## src/rtl/mem_stage_ctrl.sv

```systemverilog
// rtl/mem_stage_ctrl.sv - MEM-stage data-cache access controller
//
// Ports:
//   clk, rst                 clock, synchronous active-high reset
//   valid_in, is_load,       EX/MEM instruction qualifiers
//   is_store, funct3
//   addr, store_data         effective byte address and rs2 value
//   dmem_resp, dmem_rdata    d-cache completion and read word
//   dmem_read, dmem_write,   d-cache request, driven only from values
//   dmem_address,            captured when the access is accepted
//   dmem_wdata,
//   dmem_byte_enable
//   load_data                formatted result of the most recent load
//   mem_stall                holds the pipeline while an access is in flight
//   mem_fault                misaligned or illegal-width memory operation

module mem_stage_ctrl (
    input  logic        clk,
    input  logic        rst,
    input  logic        valid_in,
    input  logic        is_load,
    input  logic        is_store,
    input  logic [2:0]  funct3,
    input  logic [31:0] addr,
    input  logic [31:0] store_data,
    input  logic        dmem_resp,
    input  logic [31:0] dmem_rdata,
    output logic        dmem_read,
    output logic        dmem_write,
    output logic [31:0] dmem_address,
    output logic [31:0] dmem_wdata,
    output logic [3:0]  dmem_byte_enable,
    output logic [31:0] load_data,
    output logic        mem_stall,
    output logic        mem_fault
);

    localparam logic [2:0] F3_B  = 3'b000;
    localparam logic [2:0] F3_H  = 3'b001;
    localparam logic [2:0] F3_W  = 3'b010;
    localparam logic [2:0] F3_BU = 3'b100;
    localparam logic [2:0] F3_HU = 3'b101;

    typedef enum logic [1:0] {IDLE, ACCESS, DONE} state_t;

    state_t      state, state_next;

    logic        memop;
    logic        fault;
    logic [3:0]  be_calc;
    logic [31:0] wdata_calc;

    // Request captured at acceptance; the pipeline inputs may change freely
    // afterwards without disturbing the bus.
    logic [31:0] req_addr;
    logic        req_load;
    logic [3:0]  req_be;
    logic [31:0] req_wdata;
    logic [2:0]  req_funct3;
    logic [1:0]  req_off;

    logic [7:0]  rd_byte;
    logic [15:0] rd_half;
    logic [31:0] load_fmt;

    assign memop = valid_in & (is_load | is_store);

    // Lane mask, replicated store data and alignment check from the width code.
    always_comb begin
        be_calc    = 4'b0000;
        wdata_calc = store_data;
        fault      = 1'b1;
        case (funct3)
            F3_B, F3_BU: begin
                be_calc    = 4'b0001 << addr[1:0];
                wdata_calc = {4{store_data[7:0]}};
                fault      = 1'b0;
            end
            F3_H, F3_HU: begin
                be_calc    = 4'b0011 << {addr[1], 1'b0};
                wdata_calc = {2{store_data[15:0]}};
                fault      = addr[0];
            end
            F3_W: begin
                be_calc    = 4'b1111;
                wdata_calc = store_data;
                fault      = (addr[1:0] != 2'b00);
            end
            default: begin
                be_calc    = 4'b0000;
                wdata_calc = store_data;
                fault      = 1'b1;
            end
        endcase
    end

    // Load formatting uses the captured offset/width, not the live inputs.
    always_comb begin
        rd_byte = 8'h00;
        case (req_off)
            2'd0: rd_byte = dmem_rdata[7:0];
            2'd1: rd_byte = dmem_rdata[15:8];
            2'd2: rd_byte = dmem_rdata[23:16];
            2'd3: rd_byte = dmem_rdata[31:24];
            default: rd_byte = dmem_rdata[7:0];
        endcase
        rd_half = req_off[1] ? dmem_rdata[31:16] : dmem_rdata[15:0];
        case (req_funct3)
            F3_B:    load_fmt = {{24{rd_byte[7]}}, rd_byte};
            F3_H:    load_fmt = {{16{rd_half[15]}}, rd_half};
            F3_BU:   load_fmt = {24'h000000, rd_byte};
            F3_HU:   load_fmt = {16'h0000, rd_half};
            default: load_fmt = dmem_rdata;
        endcase
    end

    always_comb begin
        state_next = state;
        mem_stall  = 1'b0;
        mem_fault  = 1'b0;
        dmem_read  = 1'b0;
        dmem_write = 1'b0;
        case (state)
            IDLE: begin
                if (memop && fault) begin
                    mem_fault = 1'b1;
                end else if (memop) begin
                    mem_stall  = 1'b1;
                    state_next = ACCESS;
                end
            end
            ACCESS: begin
                mem_stall  = 1'b1;
                dmem_read  = req_load;
                dmem_write = ~req_load;
                if (dmem_resp) begin
                    state_next = DONE;
                end
            end
            DONE: begin
                // Stall released: the pipeline advances on this edge.
                state_next = IDLE;
            end
            default: state_next = IDLE;
        endcase
    end

    always_ff @(posedge clk) begin
        if (rst) begin
            state      <= IDLE;
            req_addr   <= 32'h0;
            req_load   <= 1'b0;
            req_be     <= 4'h0;
            req_wdata  <= 32'h0;
            req_funct3 <= 3'b000;
            req_off    <= 2'b00;
            load_data  <= 32'h0;
        end else begin
            state <= state_next;
            if (state == IDLE && state_next == ACCESS) begin
                req_addr   <= {addr[31:2], 2'b00};
                req_load   <= is_load;
                req_be     <= be_calc;
                req_wdata  <= wdata_calc;
                req_funct3 <= funct3;
                req_off    <= addr[1:0];
            end
            if (state == ACCESS && dmem_resp && req_load) begin
                load_data <= load_fmt;
            end
        end
    end

    assign dmem_address     = req_addr;
    assign dmem_byte_enable = req_be;
    assign dmem_wdata       = req_wdata;

endmodule

```

## config.mk

```make
export PLATFORM = sky130hd
export DESIGN_NAME = mem_stage_ctrl
export DESIGN_NICKNAME = d
export VERILOG_FILES = /design/src/rtl/mem_stage_ctrl.sv
export SDC_FILE = /design/constraint.sdc
export NUM_CORES = 1
export LEC_CHECK = 0
export CAP_MARGIN = 20
export CORE_AREA = 2 2 110 112
export CTS_BUF_LIST = sky130_fd_sc_hd__clkbuf_16
export CTS_CLUSTER_SIZE = 14
export DETAILED_ROUTE_END_ITERATION = 10
export DIE_AREA = 0 0 112 114
export PLACE_DENSITY_LB_ADDON = 0.12
export SKIP_LAST_GASP = 1
export SYNTH_ARGS = -nofsm -noshare
export SYNTH_HDL_FRONTEND = slang
export SYNTH_SLANG_ARGS = --single-unit
```

## constraint.sdc

```tcl
create_clock -name clk -period 1.8 [get_ports clk]
set_input_delay 0.36 -clock clk [delete_from_list [all_inputs] [get_ports clk]]
set_output_delay 0.36 -clock clk [all_outputs]
set_load 0.03 [all_outputs]
```

==> impl_results.md, run 1 <==
- Status: finished, violations left
- Failing checks: negative setup slack
- Most numerous cell in the Yosys netlist: nand2_1
- Sequential share of power: between 40% and 50%
- Leading area contributor after synthesis: dfxtp_1
- Slew Viols, Final: 0
- Fin. Hold Viols: 0
- R2r endpoint: load_data[19]
- Leakage: between 2 and 3 nW
- Grt ovf: 0
- Psw: approximately 1.5 mW
- Syn_area_per_cell: ~8 µm²
- Initial core utilization: 40.4%
- Ys async rst share: 0%
- Port buffer count: just over 200
- Vias: 4825
- Nets@finish: 899
- Final cycle utilization of the critical path: 101%
- Worst-path clk slew: 70 ps
- Number of global-route vias before repair: 4821
- Power Total: about 5.4 mW
- CP Cell Sequence: clkdlybuf4s50_1, o21a_2, a21oi_1, nor2_1, buf_4
- Post-synth EDFFs: 0
- WHS Endpoint: dmem_address[10]
- MaxCap Viol Count: 0
- Seq cells post-synth: between 100 and 150
- Total wire length: roughly 15000 µm
- Gr busiest metal: met2
- Crit Path Class: primary input to output pin
- Share of cells above drive strength 1: 11.3%
- Worst vdd ir: 0.618 mV
- DRT iter0 DRCs: approximately 280
- Reg2Reg Depth: 6
- Met1 Use GR: slightly below 30%
- Final setup margin: -9.17 ps
- Pre-CTS setup slack: -337 ps
- Max stage delay on crit path: approximately 420 ps
- Die Y: approximately 110 µm
- Synth unique cells: 38
- Layout Cells excl Fill: 946
- Clk pwr share: 34.4%
- RSZ-0062 raised after global routing: yes
- TritonCTS buffer count: 9
- ANT cells: 0
- CTS tree: built
- Largest net degree at the start of global routing: slightly above 40
- Antenna Nets Post-Route: 0
- Area share of the largest cell type after synthesis: 44.9%
- First-pass GRT wire length: approximately 24000 µm
- Syn Inst Count: 592
- Wire per inst: 15.5 µm
- Worst-skew pair later-pin latency: about 350 ps
- Core ar.: between 0.01 and 0.015 mm²
- CP Data Required Time: between 1000 and 1500 ps
- CTS H-Tree Depth: 3
- Fillers: ~1.1k
- DP Cell Count: a little over 900
- Die extent in x: 112 µm
- Hold Path Origin: dmem_address[10]
- Worst hold path class: flop to flop
- Sw frac: roughly 28%
- Slew @ Worst Pin: 507 ps
- Comb pwr share: about a fifth
- Reg-to-Reg Start: state[0]
- Die ar.: ~0.013 mm²
- Commonest cells post-synth: 159 x nand2_1, 106 x dfxtp_1, 60 x nor2_1
- Crit Path Max Fanout: 4
- Startpoint types: primary input
- Site row count: 40
- CTS root buffer: clkbuf_16
- Top area cells in the synthesized netlist: dfxtp_1 45%, nand2_1 13%, a21oi_1 5.9%
- Setup Skew: between 5 and 6 ps
- Routability cong.: 0.875
- Critical Path End Type: output pin
- Rel. slew slack: about 66%
- R2R setup slack: about 130 ps
- Syn Std Cell Area: 0.00473 mm²
- Met2 Usage GRT: between 30 and 40%
- Via density: 5.10
- Sequential area share after synthesis: ~45%
- Total iterations of the first detailed-routing run: 4
- # DRC: 0
- Hold Crit Depth: 2
- F_max: ~550 MHz
- Initial antenna violation count: 0
- Ports: approximately 210
- Yosys warns: 0
- WP data arrival: 1450 ps
- Bufs on Longest Clock Path: 2
- Critical path's slowest cell: clkdlybuf4s50_1
- Met3 usage: between 6 and 7%
- Pint: around 4 mW
- Pwr dens: 736 mW/mm²
- GRT Overall Usage: 23.0%
- Setup Viol. Count Final: 1
- Post-synth top flop: dfxtp_1
- Layout Area Growth over Synthesis: 55.1%
- CTS sink cnt: ~110
- Post-DP HPWL: approximately 11000 µm
- Final worst path period need: between 1500 and 2000 ps
state kept, by name, summed over array words and instances (netlist names):
register	cells
dmem_byte_enable	4
req_load	1
dmem_address	30
state	2
dmem_wdata	32
req_off	2
load_data	32
req_funct3	3
cell type report:
cell class	instances	area (µm²)	share of cell area [%]
Inverter	4	15.0	0.205
Timing Repair Buffer	242	2380	32.4
Clock buffer	9	225	3.07
Clock inverter	7	52.6	0.717
Sequential cell	106	2120	28.9
Tap cell	147	184	2.51
Multi-Input combinational cell	431	2360	32.2
power by group through the flow:
stage / combinational (mW) / clock [mW] / sequential, mW
2_1_floorplan: 0.375 / 0 / 2.68
3_3_place_gp: 1.04 / 0 / 2.53
3_5_place_dp: 1.06 / 0 / 2.54
4_1_cts: 1.06 / 1.90 / 2.48
5_1_grt: 1.14 / 2.00 / 2.49
6_report: 1.06 / 1.86 / 2.48
through the flow:
stage	hold slack, ps	setup TNS (ps)	utilization (%)	area (µm²)
after floorplan	447	0	-	4730
after global placement	441	-19250	60.0	7030
after detailed placement	449	-25060	60.0	7030
after CTS	458	-108	62.5	7320
after global routing	477	-31.6	62.6	7330
final	456	-9.17	62.6	7330
repair_timing:
item / in CTS / in global routing
resized for setup: 9 / 11
endpoints found under the setup margin: 4 / 10
cloned: 0 / 0
setup buffers: 1 / 0
pin swaps: 2 / 3
hold buffers: 0 / 0
metal layers:
metal,up-vias,wire [µm]
met5,-,0
li1,2431,-
met1,2204,6350
met4,0,215
met2,173,6910
met3,17,1150
logic make-up after synthesis:
| group | after synthesis | synth area share [%] |
|---|---|---|
| compound gates | 149 | 20.9 |
| buf+inv | 56 | 5.80 |
| flops | 106 | 44.9 |
| mux | 27 | 5.90 |
| other cells | 1 | 0.0793 |
| simple gates | 253 | 22.4 |
cells in the final DEF (no fill, tap or decap), types with 8 or more instances in the layout:
master / Yosys / layout
a211oi_1: 28 / 28
clkbuf_16: 0 / 9
buf_4: 5 / 34
a211oi_2: 8 / 8
nand2_1: 159 / 159
mux2i_1: 20 / 20
nor2_1: 60 / 58
a311oi_1: 9 / 9
nand3b_1: 9 / 9
o21ai_0: 27 / 27
a21oi_1: 56 / 55
nor3_1: 12 / 12
dfxtp_1: 106 / 106
clkdlybuf4s50_1: 0 / 195
worst max-delay path, delay by kind of cell:
kind	cells	cell delay (ps)
AND/OR/NAND/NOR	1	70
AO/OA/AOI/OAI	2	420
buffers and inverters	2	590
how the worst max path moves through the flow:
stage | startpoint | end | depth (start not counted)
after floorplan | addr[1] | mem_stall | 4
after global placement | funct3[0] | mem_stall | 6
after detailed placement | addr[1] | dmem_address[3] | 6
after CTS | funct3[1] | mem_stall | 6
after global routing | addr[0] | mem_stall | 6
final | is_load | mem_stall | 5
Power figures use the tool's default switching activity.
==> inputs of run 2 (changes only) <==
--- a/config.mk
+++ b/config.mk
@@ -8,7 +8,7 @@
 export CAP_MARGIN = 20
 export CORE_AREA = 2 2 110 112
 export CTS_BUF_LIST = sky130_fd_sc_hd__clkbuf_16
-export CTS_CLUSTER_SIZE = 14
+export CTS_CLUSTER_SIZE = 10
 export DETAILED_ROUTE_END_ITERATION = 10
 export DIE_AREA = 0 0 112 114
 export PLACE_DENSITY_LB_ADDON = 0.12
==> results of run 2 <==
Same layout as run 1: the final DEF is identical, and so are final timing and power.
